--- config.mk ---
export PLATFORM = sky130hd
export DESIGN_NAME = delay_chain
export DESIGN_NICKNAME = d
export VERILOG_FILES = /design/src/rtl/delay_chain_pkg.sv /design/src/rtl/delay_stage.sv /design/src/rtl/delay_chain.sv
export SDC_FILE = /design/constraint.sdc
export NUM_CORES = 1
export LEC_CHECK = 0
export ABC_CLOCK_PERIOD_IN_PS = 1700
export CORE_MARGIN = 2
export CORE_UTILIZATION = 30
export DETAILED_ROUTE_END_ITERATION = 6
export PLACE_DENSITY = 0.68
export SLEW_MARGIN = 30
export SYNTH_ARGS = -nofsm -noshare
export SYNTH_HDL_FRONTEND = slang
export SYNTH_HIERARCHICAL = 1
export SYNTH_SLANG_ARGS = --single-unit
export TNS_END_PERCENT = 10
--- constraint.sdc ---
create_clock -name clk -period 1.7 [get_ports clk]
set_clock_uncertainty 0.15 [all_clocks]
set_input_delay 0.425 -clock clk [delete_from_list [all_inputs] [get_ports clk]]
set_output_delay 0.425 -clock clk [all_outputs]
set_load 0.005 [all_outputs]
--- src/rtl/delay_chain_pkg.sv ---
// Shared defaults and the fill-counter width helper for the delay_chain line.
package delay_chain_pkg;

    localparam int DEFAULT_DW  = 8;
    localparam int DEFAULT_LEN = 5;

    // Counter must hold 0..len inclusive; never narrower than one bit.
    function automatic int fill_w(input int len);
        int w;
        w = $clog2(len + 1);
        return (w < 1) ? 1 : w;
    endfunction

endpackage : delay_chain_pkg

--- src/rtl/delay_stage.sv ---
// One DW-bit pipeline register with synchronous reset and shift enable.
module delay_stage #(
    parameter int DW = 8
) (
    input  logic          clk,
    input  logic          rst,
    input  logic          en,
    input  logic [DW-1:0] d,
    output logic [DW-1:0] q
);

    // NOTE: sequential state uses <= so every stage samples its neighbour's
    // pre-edge value; blocking here would collapse the chain into one stage.
    always_ff @(posedge clk) begin
        if (rst) begin
            q <= '0;
        end else if (en) begin
            q <= d;
        end
    end

endmodule : delay_stage

--- src/rtl/delay_chain.sv ---
// Shift-register delay line: LEN enabled cycles of latency, per-stage taps, fill flag.
module delay_chain
    import delay_chain_pkg::*;
#(
    parameter int DW  = DEFAULT_DW,
    parameter int LEN = DEFAULT_LEN
) (
    input  logic                                 clk,
    input  logic                                 rst,
    input  logic                                 en,
    input  logic [DW-1:0]                        in,
    output logic [DW-1:0]                        out,
    output logic [((LEN > 0) ? LEN*DW : 1)-1:0]  taps,
    output logic                                 out_valid
);

    if (DW < 1) begin : g_bad_dw
        $error("delay_chain: DW must be >= 1 (got %0d)", DW);
    end
    if (LEN < 0) begin : g_bad_len
        $error("delay_chain: LEN must be >= 0 (got %0d)", LEN);
    end

    if (LEN == 0) begin : g_bypass
        // Zero-length line is a wire; taps degenerates to a 1-bit dummy.
        assign out       = in;
        assign taps      = 1'b0;
        assign out_valid = 1'b1;
    end else begin : g_chain
        localparam int              FW       = fill_w(LEN);
        localparam logic [FW-1:0]   FILL_MAX = FW'(LEN);

        logic [DW-1:0] stage_q [LEN];
        logic [FW-1:0] fill;

        for (genvar k = 0; k < LEN; k++) begin : g_stage
            logic [DW-1:0] stage_d;

            if (k == 0) begin : g_head
                assign stage_d = in;
            end else begin : g_body
                assign stage_d = stage_q[k-1];
            end

            delay_stage #(
                .DW (DW)
            ) u_stage (
                .clk (clk),
                .rst (rst),
                .en  (en),
                .d   (stage_d),
                .q   (stage_q[k])
            );

            assign taps[k*DW +: DW] = stage_q[k];
        end

        // Saturates at LEN so out_valid stays high until the next reset.
        always_ff @(posedge clk) begin
            if (rst) begin
                fill <= '0;
            end else if (en && (fill != FILL_MAX)) begin
                fill <= fill + 1'b1;
            end
        end

        assign out       = stage_q[LEN-1];
        assign out_valid = (fill == FILL_MAX);
    end

endmodule : delay_chain

---- Word level (Yosys, flattened, before mapping) ----
Index checks and enable logic that the tools add are counted.
word-level totals
  register bits after elaboration ......... 43
  bits of input ports ..................... 11
  output and inout port bits .............. 49
  logic and storage cells ................. 10
operators by class
  $add $sub $neg .......................... 1
  equality and inequality tests ........... 2
  reduce and logical (&&, ||, !) cells .... 1
operators with widths
  cell                 count
  $add 3x1->3 const B  1
  $eq 3x3->1 const B   1
  $ne 3x3->1 const B   1
  $logic_and 1x1->1    1

---- Longest topological paths before layout ----
Gate-level depths: netlist of the first run.
  word-level depth ........................ 2
  depth in mapped cells ................... 4

---- Modules after synthesis ----
Netlist of the first run, hierarchy kept.
by module, submodules not included
  module       instances  cells each  area each (sq um)  seq. area each (sq um)
  delay_stage  5          26          285.3              160.2
  delay_chain  1          25          244.0              60.1

---- Worst setup path before layout of the first run ----
Ideal clock, no wire load.
  kind .................................... reg2out
  start point ............................. register g_chain.fill[1]
  end point ............................... output port out_valid
  arrival ................................. 0.788 ns
  required time ........................... 1.125 ns
  path slack .............................. 0.337 ns
  stages on the path, launching flop included .. 4
  buffers on the path ..................... 0
  cells stage by stage .................... dfxtp_1 inv_1 ha_1 and2_2
between the ends
  word-level cells in the longest chain between the ends .. 1
RTL lines
  what                    line               source
  from (decl)             delay_chain.sv:34  logic [FW-1:0] fill;
  from (signal assigned)  delay_chain.sv:63  fill <= fill + 1'b1;
  $eq 3x3->1              delay_chain.sv:68  assign out_valid = (fill == FILL_MAX);
  to (decl)               delay_chain.sv:14  output logic out_valid
Every way passes these cells.

---- Worst setup path in the final report of the first run ----
Ends and elaborated chain as after synthesis.

==> results.ini, run 1 <==
[routing]
postRouteAntennaNets=0
vias=1230
avgViaCountPerCell=4.30
drtPass1Iterations=4
routed_wirelength_um=3430
wl_per_cell_um=12.0
drc=0
drt_iter0_markers=38

[placed_design]
dp_cells=277
portBuffers=59
hpwl_um=2420
gp_congestion=0.765

[status]
status=complete, no violations

[clock_network]
clkSinkCount=43
root_buffer=clkbuf_8
cts_tree=built
cts_buffers=5
insertion_delay_ns=0.28
hold_buffers=0
cts_htree_levels=2
path_clk_slew_ns=0.07
cts_buffer_depth=2

[final_layout]
regArea_um2=906
multi_input_area_um2=681
syn_to_final_growth_pct=44.3
diodes=0
finalNonFillerCells=286
nNetsFinal=228
drive_above_1_share_pct=29.0
nFillCells=533

[floorplan]
dieArea_um2=6180
placementRows=27
die_h_um=78.6
ios=60
start_util_pct=30.7
core_um2=5440
die_w_um=78.6

[global_routing]
grt_max_degree=29
grt_use_total_pct=11.4
grt_pass1_vias=1157
grt_overflow=0
grt_pass1_wl_um=5560
antenna_found_initial=0

[synth]
synth_nets=168
synth_cells=155
synth_top_cell_by_area=dfxtp_1
synth_top_area_share_pct=51.5
ys_warn_count=6
synth.distinct_cells=17
synth_area_leaders=dfxtp_1, mux2i_1, nor2_1
ys_seq_area_share_pct=51.5
ys_ff_latch=43
synth_area_um2=1670
syn_avg_cell_area_um2=10.8

[critical_path]
timing.rr.end=g_chain.fill[0]
cp-start-kind=flop
cp_data_arrival_time_ns=1.07
cp_max_fo=2
r2r_start=g_chain.fill[1]
critPathLaunch=g_chain.fill[1]
ff2ff_setup_slack_ns=0.30
crit_end=out_valid
cp-end-kind=output port
reg2reg_depth=5
criticalPathCategory=flop to output port
crit_required_ns=1.12

[power_and_ir_drop]
ir_worst_vdd_mv=0.494
power_leakage_nw=1.37
p_per_area_nw_per_um2=761

[sta]
fmax_ghz=0.607
fin_hold_ws_ns=0.250
timing.final.max_slew_violations=0
maxSlewHeadroom_pct=80.3
setup_viol_count_final=0
final-hold-violation-count=0
finalSetupTns_ns=0
rsz0062_at_grt=false
finalCritPeriodShare_pct=96.9
period_minus_slack_ns=1.65
worstMarginPinSlew_ns=0.295

[hold_path]
holdCritPathClass=input pin to flop

[run]
drv_cap=0

[cell families (layout without fill, tap and decap cells)]
group                      count (synthesis)  in the layout  share of synthesized area [%]
buffers and inverters                     20             79                           8.54
adders and majority gates                  2              2                           1.50
AOI/OAI and AO/OA                          3              3                           2.10
and+or+nand+nor                           46             46                           11.5
muxes                                     41             41                           24.9
DFF                                       43             43                           51.5
[metal layers]
layer	global-route usage (%)	share of wire, %	up-vias
met5	0	0	-
met4	3.68	0	0
met3	4.48	7.4	0
met2	18.0	48	39
met1	14.2	44	573
li1	-	-	618
[sequential cells by signal, indices dropped and copies added (netlist names)]
name and flops:
g_chain.fill 3, g_chain.g_stage.u_stage/q 40
[synthesized netlist by cell type (all sizes together)]
master and n:
a21boi 1, a21oi 1, and2 1, and4b 1
buf 18, dfxtp 43, ha 2, inv 2
mux2 1, mux2i 40, nand2 1, nor2 41
nor2b 1, nor3 1, o221a 1
[metrics by stage]
| step | total power, mW | instance area, um^2 | setup slack [ns] | util (%) |
|---|---|---|---|---|
| after floorplan | 1.19 | 1670 | 0.337 | - |
| after global placement | 1.28 | 2290 | -0.0198 | 42.0 |
| after detailed placement | 1.29 | 2290 | -0.0546 | 42.0 |
| after CTS | 1.87 | 2370 | -0.0230 | 43.7 |
| after global routing | 1.93 | 2410 | 0.00411 | 44.3 |
| final | 1.84 | 2410 | 0.0520 | 44.3 |
[power by group]
part	internal (mW)	switching (mW)	total, mW
sequential	1.04	0.0206	1.06
combinational	0.113	0.0860	0.199
clock	0.274	0.304	0.578
[timing repair]
action | CTS | global route
setup buffers | 3 | 0
endpoints found under the hold margin | 0 | 0
gates resized for setup | 82 | 11
endpoints found under the setup margin | 49 | 9
[cell usage in the layout, fill, tap and decap left out, types with 2 or more instances in the layout]
| master | count |
|---|---|
| buf_4 | 11 |
| dlymetal6s2s_1 | 8 |
| mux2i_1 | 40 |
| dlygate4sd2_1 | 40 |
| nor2_1 | 41 |
| buf_2 | 2 |
| clkbuf_8 | 5 |
| clkdlybuf4s50_1 | 8 |
| dfxtp_1 | 7 |
| dfxtp_2 | 36 |
[how the worst min path moves through the flow]
stage                                     from                         endpoint  slack, ns  cells after the start
4_1_cts                                    rst  g_chain.g_stage[2].u_stage/q[2]       0.24                      2
5_1_grt                                    rst  g_chain.g_stage[2].u_stage/q[2]       0.25                      2
3_3_place_gp   g_chain.g_stage[1].u_stage/q[7]  g_chain.g_stage[1].u_stage/q[7]       0.35                      2
6_report                                   rst  g_chain.g_stage[2].u_stage/q[2]       0.25                      2
2_1_floorplan                              rst                  g_chain.fill[2]       0.34                      1
3_5_place_dp   g_chain.g_stage[4].u_stage/q[5]  g_chain.g_stage[4].u_stage/q[5]       0.36                      2
[worst max-delay path: stages, from the launching register on]
cell and delay [ns]:
dfxtp_2 0.34, inv_2 0.04, ha_4 0.15, and2_4 0.15, buf_6 0.11
[layout make-up]
class | instances | area share, %
repair buffers | 71 | 27.1
multi-input cells | 92 | 28.2
well taps | 72 | 3.74
clock buffers | 6 | 3.01
inverters | 2 | 0.311
flip-flops and latches | 43 | 37.6
Note: power is estimated with default switching activity, not from simulation.
==> inputs of run 2 (changes only) <==
--- a/config.mk
+++ b/config.mk
@@ -5,9 +5,11 @@
 export SDC_FILE = /design/constraint.sdc
 export NUM_CORES = 1
 export LEC_CHECK = 0
-export ABC_CLOCK_PERIOD_IN_PS = 1700
+export ABC_CLOCK_PERIOD_IN_PS = 2100
+export CAP_MARGIN = 20
 export CORE_MARGIN = 2
 export CORE_UTILIZATION = 30
+export CTS_CLUSTER_DIAMETER = 50
 export DETAILED_ROUTE_END_ITERATION = 6
 export PLACE_DENSITY = 0.68
 export SLEW_MARGIN = 30
==> constraint.sdc (replaced) <==
create_clock -name clk -period 2.1 [get_ports clk]
set_clock_uncertainty 0.15 [all_clocks]
set_input_delay 0.525 -clock clk [delete_from_list [all_inputs] [get_ports clk]]
set_output_delay 0.525 -clock clk [all_outputs]
set_load 0.005 [all_outputs]
==> results.ini, run 2 (same netlist as run 1, synthesis figures left out) <==
[status]
status=complete, no violations  ; unchanged

[floorplan]
die_h_um=78.6  ; unchanged
placementRows=27  ; unchanged
core_um2=5440  ; unchanged
die_w_um=78.6  ; unchanged
dieArea_um2=6180  ; unchanged
ios=60  ; unchanged
start_util_pct=30.7  ; unchanged

[sta]
rsz0062_at_grt=false  ; unchanged
setup_viol_count_final=0  ; unchanged
fmax_ghz=0.515
maxSlewHeadroom_pct=82.2  ; was 80.3%
finalCritPeriodShare_pct=92.5
timing.final.max_slew_violations=0  ; unchanged
final-hold-violation-count=0  ; unchanged
finalSetupTns_ns=0  ; unchanged
period_minus_slack_ns=1.94
worstMarginPinSlew_ns=0.266  ; was 0.295 ns

[power_and_ir_drop]
p_per_area_nw_per_um2=638  ; was 761 nW/um^2
clockPowerShare_pct=32.3  ; was 31.5%
power_switching_mw=0.338  ; was 0.411 mW
sequentialPowerShare_pct=56.9  ; was 57.7%
p_int_mw=1.17  ; was 1.43 mW
power_leakage_nw=1.00  ; was 1.37 nW
ir_worst_vdd_mv=0.350  ; was 0.494 mV
switching_share_pct=22.4  ; about the same
power_frac_comb_pct=10.8  ; about the same

[critical_path]
critPathLaunch=g_chain.fill[1]  ; unchanged
timing.rr.end=g_chain.fill[0]  ; unchanged
cp_max_fo=3  ; was 2
cp-end-kind=output port  ; unchanged
cp-start-kind=flop  ; unchanged
reg2reg_depth=4  ; was 5
ff2ff_setup_slack_ns=0.84  ; was 0.30 ns
cp_data_arrival_time_ns=1.27  ; was 1.07 ns
r2r_start=g_chain.fill[1]  ; unchanged
crit_end=out_valid  ; unchanged
criticalPathCategory=flop to output port  ; unchanged
crit_required_ns=1.42  ; was 1.12 ns

[final_layout]
regMostFlops=g_chain.g_stage.u_stage/q  ; unchanged
nNetsFinal=222  ; was 228
diodes=0  ; unchanged
nFillCells=550  ; was 533
largest_reg_flops=40  ; unchanged
reg_top3=g_chain.g_stage.u_stage/q (40), g_chain.fill (3)  ; unchanged
final_area_um2=2360  ; was 2410 um^2
final_cell_mix=clkdlybuf4s50_1, nor2_1, dfxtp_1  ; was nor2_1, mux2i_1, dlygate4sd2_1
drive_above_1_share_pct=10.5  ; was 29.0%
final_common_cell=clkdlybuf4s50_1  ; was nor2_1
syn_to_final_growth_pct=41.3  ; was 44.3%

[routing]
routed_wirelength_um=3280  ; was 3430 um
drt_iter0_markers=27  ; was 38
vias=1209  ; was 1,230
avgViaCountPerCell=4.29  ; was 4.30
drtPass1Iterations=2  ; was 4
wl_per_cell_um=11.6  ; was 12.0 um
postRouteAntennaNets=0  ; unchanged
drc=0  ; unchanged

[clock_network]
hold_buffers=0  ; unchanged
path_clk_slew_ns=0.07  ; about the same
cts_buffers=5  ; unchanged
root_buffer=clkbuf_8  ; unchanged
insertion_delay_ns=0.28  ; about the same
cts_htree_levels=2  ; unchanged
clkSinkCount=43  ; unchanged
cts_buffer_depth=2  ; unchanged
cts_tree=built  ; unchanged

[placed_design]
place_area_um2=2250  ; was 2290 um^2
portBuffers=59  ; unchanged
hpwl_um=2320  ; was 2420 um
gp_congestion=0.667  ; was 0.765

[hold_path]
holdCritPathClass=flop to flop  ; was input pin to flop

[global_routing]
antenna_found_initial=0  ; unchanged
grt_max_degree=29  ; unchanged
grt_pass1_wl_um=5250  ; was 5560 um
grt_use_total_pct=10.9  ; was 11.4%
grt_overflow=0  ; unchanged
grt_pass1_vias=1138  ; was 1,157

[run]
drv_cap=0  ; unchanged

-- run 2: changes by cell type in the layout (fill, tap and decap cells not counted), sizes merged --
cell and change:
clkdlybuf4s50 +48, dlygate4sd2 -39, dlymetal6s2s -8, clkbuf +1
clkinv +1, buf -7
-- run 2: metrics by stage --
stage	total power [mW]	instances	setup WS (ns)	hold WS [ns]	utilization (%)
global placement	1.03	272	0.187	0.352	41.3
CTS	1.54	282	0.148	0.377	43.4
detailed placement	1.03	272	0.152	0.361	41.3
global route	1.59	282	0.101	0.395	43.4
finish	1.51	282	0.158	0.371	43.4
floorplan	0.960	155	0.637	0.357	-
-- run 2: area by class of cell --
type,instances,area (um^2),share of cell area (%)
Sequential cell,43,866,36.7
Tap cell,72,90.1,3.82
Timing Repair Buffer,65,637,27.0
Multi-Input combinational cell,92,679,28.8
Clock inverter,1,5.00,0.212
Inverter,2,7.51,0.318
Clock buffer,7,76.3,3.23
-- run 2: worst min-delay path by stage --
stage,from,end,cells past startpoint
finish,g_chain.g_stage[0].u_stage/q[3],g_chain.g_stage[0].u_stage/q[3],2
global route,g_chain.g_stage[4].u_stage/q[7],g_chain.g_stage[4].u_stage/q[7],2
CTS,g_chain.g_stage[0].u_stage/q[3],g_chain.g_stage[1].u_stage/q[3],2
detailed placement,g_chain.g_stage[4].u_stage/q[7],g_chain.g_stage[4].u_stage/q[7],2
global placement,g_chain.g_stage[4].u_stage/q[7],g_chain.g_stage[4].u_stage/q[7],2
floorplan,g_chain.g_stage[0].u_stage/q[0],g_chain.g_stage[0].u_stage/q[0],2
-- run 2: layer usage --
layer | vias to the layer above | GRT usage (%) | share of wire, %
li1 | 605 | - | -
met5 | - | 0 | 0
met3 | 4 | 4.71 | 7.2
met1 | 560 | 13.6 | 45
met4 | 0 | 4.21 | 1.0
met2 | 40 | 16.6 | 47
-- run 2: worst max-delay path, cell delays in order (launching register included) --
cell and delay (ns):
dfxtp_2 0.33, inv_2 0.04, ha_4 0.16, and2_2 0.20
dlygate4sd2_1 0.26
-- run 2: repair_timing --
action,CTS,global route
buffers inserted,2,0
gates resized for setup,7,0
endpoints found under the setup margin,1,0
-- run 2: power by group through the flow --
stage	Clock [mW]	Combinational [mW]	Sequential (mW)
global route	0.549	0.178	0.860
detailed placement	0	0.154	0.876
CTS	0.515	0.165	0.857
floorplan	0	0.0863	0.873
finish	0.487	0.163	0.856
global placement	0	0.153	0.875
==> inputs of run 3 (changes only) <==
==> constraint.sdc (replaced) <==
create_clock -name clk -period 2.1 [get_ports clk]
set_clock_uncertainty 0.15 [all_clocks]
set_input_delay 0.21 -clock clk [delete_from_list [all_inputs] [get_ports clk]]
set_output_delay 0.21 -clock clk [all_outputs]
set_load 0.005 [all_outputs]
==> results.ini, run 3 (same netlist as run 1, synthesis figures left out) <==
[critical_path]
cp-end-kind=output port  ; unchanged
criticalPathCategory=flop to output port  ; unchanged
cp_max_fo=4  ; was 3
cp-start-kind=flop  ; unchanged
crit_required_ns=1.74  ; was 1.42 ns
reg2reg_depth=4  ; unchanged
cp_data_arrival_time_ns=1.57  ; was 1.27 ns

[routing]
vias=1188  ; was 1,209
drt_iter0_markers=42  ; was 27
routed_wirelength_um=3290  ; was 3280 um
drtPass1Iterations=4  ; was 2
drc=0  ; unchanged
postRouteAntennaNets=0  ; unchanged
wl_per_cell_um=11.8  ; was 11.6 um
avgViaCountPerCell=4.26  ; was 4.29

[global_routing]
grt_pass1_vias=1152  ; was 1,138
antenna_found_initial=0  ; unchanged
grt_use_total_pct=11.1  ; was 10.9%
grt_max_degree=27  ; was 29
grt_pass1_wl_um=5420  ; was 5250 um
grt_overflow=0  ; unchanged

[floorplan]
die_w_um=78.6  ; unchanged
core_um2=5440  ; unchanged
placementRows=27  ; unchanged
ios=60  ; unchanged
dieArea_um2=6180  ; unchanged
start_util_pct=30.7  ; unchanged
die_h_um=78.6  ; unchanged

[placed_design]
hpwl_um=2290  ; was 2320 um
portBuffers=59  ; unchanged
place_area_um2=2230  ; was 2250 um^2
gp_congestion=0.676  ; was 0.667

[sta]
rsz0062_at_grt=false  ; unchanged
timing.final.max_slew_violations=0  ; unchanged
fmax_ghz=0.517  ; was 0.515 GHz
finalCritPeriodShare_pct=92.1  ; was 92.5%
finalSetupTns_ns=0  ; unchanged
maxSlewHeadroom_pct=71.5  ; was 82.2%
fin_hold_ws_ns=0.154  ; was 0.371 ns
worstMarginPinSlew_ns=0.427  ; was 0.266 ns
setup_viol_count_final=0  ; unchanged
final-hold-violation-count=0  ; unchanged
period_minus_slack_ns=1.93  ; was 1.94 ns

[final_layout]
regMostFlops=g_chain.g_stage.u_stage/q  ; unchanged
final_area_um2=2310  ; was 2360 um^2
final_common_cell=clkdlybuf4s50_1  ; unchanged
drive_above_1_share_pct=8.21  ; was 10.5%
nNetsFinal=219  ; was 222
final_cell_mix=clkdlybuf4s50_1, dfxtp_1, nor2_1  ; was clkdlybuf4s50_1, nor2_1, dfxtp_1
final_core_util_pct=42.5  ; was 43.4%
reg_top3=g_chain.g_stage.u_stage/q (40), g_chain.fill (3)  ; unchanged
largest_reg_flops=40  ; unchanged
diodes=0  ; unchanged
syn_to_final_growth_pct=38.4  ; was 41.3%

[clock_network]
cts_buffer_depth=2  ; unchanged
hold_buffers=0  ; unchanged
path_clk_slew_ns=0.08  ; was 0.07 ns
clkSinkCount=43  ; unchanged
cts_setup_buffers=0  ; was 2
cts_htree_levels=2  ; unchanged
cts_resized=0  ; was 7
cts_buffers=5  ; unchanged
root_buffer=clkbuf_8  ; unchanged
insertion_delay_ns=0.28  ; about the same
cts_tree=built  ; unchanged

[hold_path]
hold_path_depth=2  ; unchanged
holdCritPathClass=input pin to flop  ; was flop to flop

[power_and_ir_drop]
ir_worst_vdd_mv=0.458  ; was 0.350 mV
power_leakage_nw=0.980  ; was 1.00 nW
p_total_mw=1.49  ; was 1.51 mW
p_per_area_nw_per_um2=645  ; was 638 nW/um^2

[status]
status=complete, no violations  ; unchanged

[run]
drv_cap=0  ; unchanged

run 3: changes by cell type in the layout (fill, tap and decap cells not counted), moves of 2 or more:
| cell | delta |
|---|---|
| clkinv_2 | +2 |
| dfxtp_1 | +2 |
| buf_4 | -2 |
| clkbuf_1 | -2 |
run 3: per-stage QoR:
step | worst slack, ns | cells
after detailed placement | 0.473 | 271
final | 0.166 | 279
after CTS | 0.144 | 279
after global placement | 0.502 | 271
after global routing | 0.0671 | 279
after floorplan | 0.787 | 155
run 3: critical path, stage by stage, from the launching register on:
cell and delay, ns:
dfxtp_1 0.38, ha_1 0.24, and2_2 0.18, clkdlybuf4s50_1 0.49
run 3: worst paths after layout:
kind / start / to / slack, ns
setup reg to reg: g_chain.fill[1] / g_chain.fill[0] / 0.72
hold reg to reg: g_chain.g_stage[0].u_stage/q[3] / g_chain.g_stage[0].u_stage/q[3] / 0.37
setup / recovery: g_chain.fill[0] / out_valid / 0.17
hold / removal: rst / g_chain.g_stage[1].u_stage/q[7] / 0.15
run 3: cell type report:
type / count / area (um^2)
multi-input combinational: 92 / 667
timing repair buffer: 62 / 603
clock buffer: 5 / 68.8
tap: 72 / 90.1
fill: 526 / 3130
inverter: 2 / 7.51
sequential: 43 / 861
clock inverter: 3 / 15.0
run 3: layer usage:
metal	vias to the layer above	GRT usage, %	wire length, um
li1	603	-	-
met1	547	13.5	1460
met2	38	17.7	1610
met3	0	4.71	224
met4	0	3.68	0
met5	-	0	0
run 3: where the power goes:
| group | leakage [nW] | internal (mW) | total (mW) | switching, mW |
|---|---|---|---|---|
| registers | 0.349 | 0.838 | 0.856 | 0.0181 |
| logic | 0.583 | 0.0863 | 0.149 | 0.0624 |
| clock network | 0.0477 | 0.227 | 0.487 | 0.260 |
| total | 0.980 | 1.15 | 1.49 | 0.340 |
